$ cat config.mk
export PLATFORM = sky130hd
export DESIGN_NAME = cjb_nbit_const_gen_v
export DESIGN_NICKNAME = d
export VERILOG_FILES = /design/src/rtl/cjb_nbit_const_gen_v.sv
export SDC_FILE = /design/constraint.sdc
export NUM_CORES = 1
export LEC_CHECK = 0
export ABC_AREA = 1
export CAP_MARGIN = 20
export CORE_ASPECT_RATIO = 0.8
export CORE_MARGIN = 2
export CORE_UTILIZATION = 35
export CTS_CLUSTER_SIZE = 20
export DETAILED_ROUTE_END_ITERATION = 10
export HOLD_SLACK_MARGIN = 0.15
export PLACE_DENSITY = 0.65
export SLEW_MARGIN = 20
export SYNTH_ARGS = -nofsm -noshare
export SYNTH_HDL_FRONTEND = slang
export SYNTH_SLANG_ARGS = --single-unit
$ cat constraint.sdc
create_clock -name Clock -period 3.28 [get_ports Clock]
set_input_delay 0.328 -clock Clock [delete_from_list [all_inputs] [get_ports Clock]]
set_output_delay 0.328 -clock Clock [all_outputs]
set_load 0.03 [all_outputs]
$ cat src/rtl/cjb_nbit_const_gen_v.sv
// cjb_nbit_const_gen_v: registered selectable WIDTH-bit constant bank with load port, sequence pointer and CNVZ flags
module cjb_nbit_const_gen_v #(
  parameter int WIDTH = 8
) (
  input  logic             Clock,
  input  logic             Reset,
  input  logic [1:0]       Func_Sel,
  input  logic             Mode,
  input  logic             Step,
  input  logic             Ld_En,
  input  logic [1:0]       Ld_Sel,
  input  logic [WIDTH-1:0] Ld_Data,
  output logic [WIDTH-1:0] Const_Result,
  output logic [3:0]       Const_CNVZ,
  output logic [1:0]       Seq_Ptr,
  output logic             Valid
);
  localparam logic [63:0] ALT = 64'h5555_5555_5555_5555;
  logic [WIDTH-1:0] k [4];
  logic [1:0]       idx;
  logic [WIDTH-1:0] next_result;
  assign idx = Mode ? Seq_Ptr : Func_Sel;
  // a same-cycle write to the selected register is forwarded to the output
  assign next_result = (Ld_En && Ld_Sel == idx) ? Ld_Data : k[idx];
  always_ff @(posedge Clock) begin
    if (Reset) begin
      k[0]         <= '0;
      k[1]         <= ALT[WIDTH-1:0];
      k[2]         <= ~ALT[WIDTH-1:0];
      k[3]         <= '1;
      Const_Result <= '0;
      Const_CNVZ   <= 4'b0001;
      Seq_Ptr      <= 2'd0;
      Valid        <= 1'b0;
    end else begin
      if (Ld_En) k[Ld_Sel] <= Ld_Data;
      Const_Result <= next_result;
      Const_CNVZ   <= {1'b0, next_result[WIDTH-1], 1'b0, ~|next_result};
      if (Mode && Step) Seq_Ptr <= Seq_Ptr + 2'd1;
      Valid        <= 1'b1;
    end
  end
endmodule

Word level (Yosys, flattened, before mapping)
Memory sizes are Yosys's and may differ from the RTL's.
Cells that the tools add are included.
Widths: inputs -> output; s select.
{"block": "classes", "addsub": 1, "multipliers": 0, "n_div": 0, "n_lt_le_gt_ge": 0, "eq_ne": 1, "shifts": 0, "n_mux": 11, "n_bitwise": 0, "n_reduce_logical": 5}
{"op": "$mux 8", "count": 2}
{"op": "$reduce_or 8->1", "count": 2}
{"op": "$mux 1", "count": 7}
{"op": "$mux 2", "count": 2}
{"op": "$add 2x1->2 const B", "count": 1}
{"op": "$eq 2x2->1", "count": 1}
{"op": "$logic_and 1x1->1", "count": 2}
{"op": "$logic_not 1->1", "count": 1}
{"block": "totals", "regBits": 15, "latchBits": 0, "mem_bits_rw": 32, "mem_bits_ro": 0, "in_bits": 17, "out_inout_bits": 15, "elab_cells": 24, "memories": 1}
{"memory": "k", "depth": 4, "word_bits": 8, "rd": 1, "rd_clocked_by_memory_dff": 0, "write_ports": 4, "line_no": "19", "text": "logic [WIDTH-1:0] k [4];"}

Depth between registers and ports, before layout
Gate-level depths: netlist (run 1).
{"block": "logic_depth", "word_depth": 6, "ltp_mapped": 13, "mapped_depth_nobuf": 13}

Worst setup path after synthesis (run 1)
No wires, ideal clock.
{"block": "synth_timing", "path_kind": "input -> register", "from": "input Ld_En", "to": "memory k[3][0] (enable)", "setup_ps": 386, "arrival_ps": 1294, "required_ps": 2894, "setup_slack_ps": 1599, "stages": 5, "n_path_buf": 0, "cell_sequence": "inv_1 nor2_2 inv_1 nor2_1 a211oi_1"}
{"item": "from (decl)", "line_no": "10", "text": "input logic Ld_En,"}
{"item": "to (decl)", "line_no": "19"}

==> run metrics, run 1 <==
Pwr per Cell Area 510 nW/µm²; Hold Violations, Final 0; cell count after synthesis about 230; drt initial violations 224; Tcrit/Tclk final between 60 and 70%; Diodes inserted 0; Worst Hold Path Cells 1; Area Growth Syn to Fin 21.8%; Final nets between 200 and 300; vias in the first global route 1,503; WP data arrival approximately 2200 ps; Final Max Tran Viols 0; post-route minimum period between 2000 and 2500 ps; worst hold-check path type reg2reg; WS Path Type in2reg; number of buffers created by CTS 5; Final GP Congestion ~0.9; initial antenna violation count 0; origin of the critical flop-to-flop path Seq_Ptr[0]; post-synthesis register bit count between 40 and 50; Peak VDD IR ~0.21 mV; H-tree depth 2; CP Capture Point k[0][7]; commonest non-fill, non-tap cell in the layout nand2_1; Place WS around 640 ps; unrepaired setup endpoints after global routing no; fin worst setup slack roughly 1000 ps; Slew HR between 50 and 60%; Max Fclk 444 MHz; CTS Hold Bufs 0; Final ANT Viol Nets 0; Synth cell types 20; GR Overflow Total 0; Max Clock Skew 7.47 ps; num rows 25; Crit. End Element register; yosys warns 0; TNS Setup 0 ps; FF-to-FF path depth 11; clk sink count between 40 and 50; Max-Cap Viols 0; DRC 0; commonest non-fill, non-tap cells in the layout nand2_1, nand3_1, edfxtp_1; initial core utilization about 36%; width of the die 90.1 µm; final wirelength a little under 5000 µm; Total GRT Usage 15.5%; full die area between 6000 and 7000 µm²; Hold Startpoint Seq_Ptr[1]; Async SR Flop Fraction 0%; share of cells above drive strength 1 between 8 and 9%; number of synthesized flops with an enable pin 32; CP Launch Type primary input; Worst-Margin Slew 650 ps; Port Buffer Count 29; clock transition at the registers of the reported paths around 70 ps; placed cell areas 2410 µm²; status finished, final reports clean; Top FF cell, synth edfxtp_1; routed vias/inst about 4.7; post-DR wirelength/cell roughly 14 µm; CTS resizes 0; CTS tree built; Setup violations, final 0; first-pass GRT wire length between 7000 and 8000 µm; core area between 5000 and 6000 µm²; leakage dissipation 1.07 nW; Post-CTS Setup Inserts 0; CP required between 3000 and 4000 ps; Avg Cell Area, Syn between 8 and 9 µm²; hpwl dp between 3000 and 4000 µm; routed via count about 1,600; largest net degree at the start of global routing 17; largest fanout on the critical path 11; Reg-to-Reg End Const_CNVZ[0]; register area share after synthesis 57.9%; drt first pass iters 4; io pins 32; clk buf depth 2; Die Height between 70 and 80 µm; final instance area around 2500 µm²; Crit. Startpoint Reset; Clk Latency, worst-skew pair between 200 and 300 ps; Mapped Area just over 2000 µm²; Root Buffer Master clkbuf_8; setup slack, reg-to-reg approximately 1700 ps
## critical path, cell delays in order
cell and delay [ps]:
clkdlybuf4s50_1 600, nor2_2 410, inv_1 100, nor2_1 200
nand2_1 240, nand2_1 330
## metal layers
| metal | wire length (µm) | track usage [%] | vias to the layer above | part of all wire (%) |
|---|---|---|---|---|
| met2 | 2070 | 22.6 | 80 | 43 |
| li1 | - | - | 803 | - |
| met5 | 0 | 0 | - | 0 |
| met1 | 2170 | 21.1 | 737 | 45 |
| met3 | 488 | 6.20 | 8 | 10 |
| met4 | 82 | 5.47 | 0 | 1.7 |
## final cells by class
class / count / area (µm²)
Clock buffer: 5 / 68.8
Clock inverter: 3 / 37.5
Fill cell: 608 / 3290
Inverter: 19 / 73.8
Multi-Input combinational cell: 163 / 753
Sequential cell: 44 / 1200
Tap cell: 81 / 101
Timing Repair Buffer: 29 / 290
## where the power goes
part | switching, W | total [W] | internal [W]
clock | 0.000174 | 0.000396 | 0.000222
sequential | 0.0000151 | 0.000659 | 0.000644
combinational | 0.000152 | 0.000234 | 0.0000820
total | 0.000341 | 0.00129 | 0.000948
## sequential cells by signal, indices dropped and copies added (netlist names)
name / count
k: 32
Const_CNVZ: 1
Seq_Ptr: 2
Valid: 1
Const_Result: 8
## cell families (layout without fill, tap and decap cells)
kind of cell	Yosys count	in the layout	synth area share [%]
buffers and inverters	26	56	6.21
other	1	2	0.181
DFF	44	44	57.9
and+or+nand+nor	157	157	34.5
AOI/OAI and AO/OA	4	4	1.21
## per-stage QoR
step	util [%]	total power, W	hold slack (ps)	std cells
CTS	43.3	0.00129	535	344
finish	43.4	0.00129	532	344
global route	43.4	0.00135	561	344
global placement	41.5	0.000901	502	336
floorplan	-	0.000820	487	233
detailed placement	41.5	0.000903	517	336
## worst min-delay path by stage
stage          slack, ps          to
6_report             530  Seq_Ptr[1]
5_1_grt              560  Seq_Ptr[1]
4_1_cts              540  Seq_Ptr[1]
3_5_place_dp         520  Seq_Ptr[1]
3_3_place_gp         500  Seq_Ptr[1]
2_1_floorplan        490  Seq_Ptr[0]
## cell usage after synthesis, types with 2 or more instances
cell,instances,area share (%)
a21oi_1,2,0.48
buf_2,2,0.48
buf_4,3,1.1
buf_6,2,1.1
dfxtp_1,12,12
edfxtp_1,32,46
inv_1,17,3.1
nand2_1,79,14
nand2_2,4,1.2
nand2_4,6,3.3
nand3_1,36,8.7
nor2_1,29,5.2
(Power assumes the default switching activity.)
==> run 2, diff against run 1 <==
==> constraint.sdc (replaced) <==
create_clock -name Clock -period 2.2 [get_ports Clock]
set_input_delay 0.22 -clock Clock [delete_from_list [all_inputs] [get_ports Clock]]
set_output_delay 0.22 -clock Clock [all_outputs]
set_load 0.03 [all_outputs]
==> run 2 against run 1 <==
Via count fell by 0.49%. Sequential power is 49% higher. Largest cell class unchanged. First-iteration DRC count down 55%. Clock skew increased by 1.7 ps. Register-to-register slack got worse by 1000 ps. Cell area down 0.20%. Worst setup slack got worse by 580 ps. Clock power increased by 15%. Total power increased by 39%. Largest power group unchanged. Die area unchanged. Cell count increased by 0.87%. Critical path type unchanged. Wire length shrank 2.9%.
==> run metrics, run 2 (synthesized netlist as in run 1, its figures left out) <==
status finished, final reports clean; multi-input logic area 748 µm²; Root Buffer Master clkbuf_8; first-pass GRT wire length about 7600 µm; Final nets 283; Tcrit/Tclk final roughly 80%; GR Layer Usage met3 around 4.0%; io pins 32; Clk Latency, worst-skew pair 290 ps; biggest regs k: 32 flops, Const_Result: 8 flops, Seq_Ptr: 2 flops; Final Max Tran Viols 0; Post-CTS Setup Inserts 0; CP max stage delay about 500 ps; Max-Cap Viols 0; Peak VDD IR approximately 0.24 mV; Port Buffer Count 29; clk buf depth 2; Area Growth Syn to Fin 21.5%; GRT busiest layer met2; width of the die ~90 µm; Top delay family on crit path simple AND/OR/NAND/NOR gates; Crit. End Element register; H-tree depth 2; max FFs per register 32; core area between 5000 and 6000 µm²; Hold Violations, Final 0; Finished Layout Cells ~350; drt first pass iters 4; unrepaired setup endpoints after global routing no; TNS Setup 0 ps; CTS resizes 0; Register Area approximately 1200 µm²; routed via count around 1,600; CTS tree built; Final GP Congestion 0.852; largest fanout on the critical path 8; CP required ~2200 ps; initial antenna violation count 0; routed vias/inst around 4.7; initial core utilization between 30% and 40%; commonest non-fill, non-tap cells in the layout nand2_1, nand3_1, edfxtp_1; Max Fclk around 570 MHz; Total GRT Usage about 15%; commonest non-fill, non-tap cell in the layout nand2_1; met1 Use GR ~20%; register with the most flip-flops k; placed cell count between 300 and 400; DRC 0; worst hold-check path type reg2reg; final wirelength around 4700 µm; CP Launch Type primary input; cells along the critical path clkdlybuf4s50_1, inv_1, nor2_2, inv_1, nor2_1, nand2_1, nand2_1; WS Path Type in2reg; GR Overflow Total 0; Die Height approximately 73 µm; Max Clock Skew 9.20 ps; Final ANT Viol Nets 0; WP buf/inv 3; share of cells above drive strength 1 a little under a tenth; hpwl dp 3520 µm; drt initial violations 100; number of buffers created by CTS 5; Setup violations, final 0; leakage dissipation around 1.1 nW; num rows 25; post-route minimum period about 1800 ps; clock transition at the registers of the reported paths around 70 ps; full die area between 6000 and 7000 µm²; post-DR wirelength/cell 13.5 µm; fillcell total between 600 and 700; CTS Hold Bufs 0; largest net degree at the start of global routing 17; met2 usage approximately a quarter; Slowest cell on crit path clkdlybuf4s50_1; vias in the first global route roughly 1,600; WP data arrival approximately 1700 ps; Pwr per Cell Area 708 nW/µm²; Diodes inserted 0; clk sink count 44
run 2: cell types whose count changed in the layout (fill, tap and decap cells not counted):
cell       delta
a211oi_2      -1
buf_4         +4
bufinv_16     -1
a211oi_1      +1
run 2: area by class of cell:
class | instances | share of cell area [%]
well taps | 81 | 4.02
flip-flops and latches | 44 | 47.6
clock inverters | 2 | 0.298
repair buffers | 33 | 12.7
multi-input cells | 163 | 29.7
inverters | 19 | 2.93
clock buffers | 5 | 2.73
run 2: worst reg2reg max path, cell delays in order, from the launching register on:
cell     delay [ps]
dfxtp_1         370
nand2_2         200
nand3_1         160
nand2_1         130
nor2_8          170
nand2_4          90
nand2_1          60
nand2_1          70
nand2_1          70
nor2_1           40
nand2_1          50
nand2_1          40
run 2: worst paths after layout:
check	from	end	slack, ps	cells past startpoint
setup / recovery	Ld_En	k[2][2]	450	7
hold / removal	Seq_Ptr[0]	Seq_Ptr[0]	530	2
setup reg to reg	Seq_Ptr[0]	Const_CNVZ[0]	630	11
hold reg to reg	Seq_Ptr[0]	Seq_Ptr[0]	530	2
run 2: metrics by stage:
| stage | cell area (µm²) | hold slack [ps] | worst slack [ps] | total power (W) | util [%] |
|---|---|---|---|---|---|
| after floorplan | 2080 | 379 | 627 | 0.00122 | - |
| after global placement | 2440 | 520 | 223 | 0.00134 | 42.0 |
| after detailed placement | 2440 | 516 | 179 | 0.00135 | 42.0 |
| after CTS | 2520 | 527 | 487 | 0.00180 | 43.3 |
| after global routing | 2520 | 539 | 319 | 0.00188 | 43.3 |
| final | 2520 | 525 | 447 | 0.00179 | 43.3 |
run 2: report_power, final:
part	switching [W]	internal [W]	leakage [nW]
Clock	0.000245	0.000209	0.0391
Combinational	0.000225	0.000127	0.617
Sequential	0.0000193	0.000960	0.413
run 2: metal layers:
| metal | wire length, µm | part of all wire [%] | vias to the layer above |
|---|---|---|---|
| met1 | 2020 | 43 | 736 |
| li1 | - | - | 807 |
| met5 | 0 | 0 | - |
| met3 | 512 | 11 | 9 |
| met4 | 65 | 1.4 | 0 |
| met2 | 2070 | 44 | 68 |
==> run 3, diff against run 2 <==
--- a/config.mk
+++ b/config.mk
@@ -13,7 +13,7 @@
 export CTS_CLUSTER_SIZE = 20
 export DETAILED_ROUTE_END_ITERATION = 10
 export HOLD_SLACK_MARGIN = 0.15
-export PLACE_DENSITY = 0.65
+export PLACE_DENSITY = 0.67
 export SLEW_MARGIN = 20
 export SYNTH_ARGS = -nofsm -noshare
 export SYNTH_HDL_FRONTEND = slang
==> constraint.sdc (replaced) <==
create_clock -name Clock -period 1.6 [get_ports Clock]
set_input_delay 0.16 -clock Clock [delete_from_list [all_inputs] [get_ports Clock]]
set_output_delay 0.16 -clock Clock [all_outputs]
set_load 0.03 [all_outputs]
==> run 3 against run 2 <==
Global-route usage is 0.95 points higher. First-iteration DRC count is 42% higher. Largest power group unchanged. Wire length rose by 1.6%. Non-clock buffer count increased by 23. Worst setup slack lost 390 ps. Register-to-register slack lost 450 ps. Count of clock-buffer cells in the layout stayed put.
==> run metrics, run 3 (synthesized netlist as in run 1, its figures left out) <==
status finished, final reports clean; CP required 1440 ps; Peak VDD IR approximately 0.35 mV; commonest non-fill, non-tap cells in the layout nand2_1, nand3_1, edfxtp_1; WS Path Type reg2out; Finished Layout Cells approximately 370; Diodes inserted 0; Final Util 47.4%; core area slightly below 6000 µm²; initial core utilization between 30 and 40%; post-DR wirelength/cell around 13 µm; largest net degree at the start of global routing 17; Die Height roughly 73 µm; Final GP Congestion 0.841; final wirelength 4740 µm; fillcell total just under 600; WP data arrival 1380 ps; Pwr per Cell Area about 950 nW/µm²; sequential power share between 50% and 60%; post-route minimum period around 1500 ps; Crit. End Element primary output; drt first pass iters 4; clock transition at the registers of the reported paths around 80 ps; origin of the critical flop-to-flop path Seq_Ptr[0]; routed via count around 1,700; number of buffers created by CTS 5; clk buf depth 2; clk sink count between 40 and 50; unrepaired setup endpoints after global routing no; final instance area ~2800 µm²; Max Fclk approximately 650 MHz; first-pass GRT wire length approximately 8000 µm; Setup violations, final 0; switch share between 20% and 30%; share of cells above drive strength 1 around 18%; Area Growth Syn to Fin 33.0%; Port Buffer Count 29; H-tree depth 2; width of the die 90.1 µm; Crit. Startpoint Seq_Ptr[1]; clock power share a little over a quarter; P_sw about 0.00074 W; GR Overflow Total 0; Tcrit/Tclk final 96.2%; Max Clock Skew 5.37 ps; largest fanout on the critical path 4; Gate power share 21.9%; Final nets between 300 and 400; Clk Latency, worst-skew pair 300 ps; Max-Cap Viols 0; Hold Startpoint Mode; Hold Violations, Final 0; leakage dissipation approximately 1.2 nW; Total GRT Usage between 10% and 20%; routed vias/inst 4.56; drt initial violations approximately 140; Top delay family on crit path buffers and inverters; Fin Hold WS roughly 230 ps; vias in the first global route approximately 1,600; commonest non-fill, non-tap cell in the layout nand2_1; worst hold-check path type in2reg; cells along the critical path clkdlybuf4s50_1; CP max stage delay 690 ps; Root Buffer Master clkbuf_8; DRC 0; CTS tree built; Slowest cell on crit path clkdlybuf4s50_1; Final Max Tran Viols 0; placed cell count 363; Final ANT Viol Nets 0; register with the most flip-flops k; initial antenna violation count 0; full die area about 6600 µm²; WP buf/inv 1; biggest regs k: 32 flops, Const_Result: 8 flops, Seq_Ptr: 2 flops; CP Launch Type register; P_int 0.00188 W; max FFs per register 32; placed cell areas 2670 µm²; hpwl dp approximately 3700 µm; num rows 25; io pins 32
## run 3: cell count changes in the layout (fill, tap and decap cells not counted), sizes merged
cell,delta
clkinv,+1
dlymetal6s2s,+1
clkdlybuf4s50,-1
buf,+23
## run 3: layout make-up
type	count	area, µm²	share of cell area, %
flip-flops and latches	44	1200	43.6
multi-input cells	163	748	27.1
repair buffers	56	546	19.8
well taps	81	101	3.67
inverters	19	73.8	2.68
clock buffers	5	68.8	2.49
clock inverters	3	18.8	0.680
## run 3: final timing paths
check / end / slack (ps) / depth (start not counted)
worst max register to register: Const_CNVZ[0] / 180 / 11
worst min register to register: Seq_Ptr[0] / 510 / 2
worst min-delay path: Seq_Ptr[0] / 230 / 3
worst max-delay path: Seq_Ptr[1] / 60 / 1
## run 3: layer usage
metal | vias up | share of wire (%) | GRT usage, %
met4 | 0 | 1.5 | 5.30
met3 | 6 | 11 | 6.61
met2 | 79 | 44 | 23.8
li1 | 863 | - | -
met1 | 745 | 43 | 22.1
met5 | - | 0 | 0
## run 3: timing repair
item                       4_1_cts  5_1_grt
setup endpoints to repair        0        1
hold buffers                     0        0
resized for setup                0        2
setup buffers                    0        0
## run 3: power groups by stage
stage / combinational (W) / sequential (W) / clock, W
after floorplan: 0.000257 / 0.00143 / 0
after CTS: 0.000577 / 0.00135 / 0.000719
after global routing: 0.000627 / 0.00136 / 0.000772
final: 0.000572 / 0.00135 / 0.000690
after global placement: 0.000570 / 0.00137 / 0
after detailed placement: 0.000575 / 0.00137 / 0
## run 3: through the flow
stage | TNS (ps) | total power, W | setup WS, ps
floorplan | 0 | 0.00168 | 87.3
global placement | -4630 | 0.00194 | -174
detailed placement | -5200 | 0.00195 | -211
CTS | 0 | 0.00264 | 46.7
global route | 0 | 0.00276 | 15.3
finish | 0 | 0.00261 | 61.6
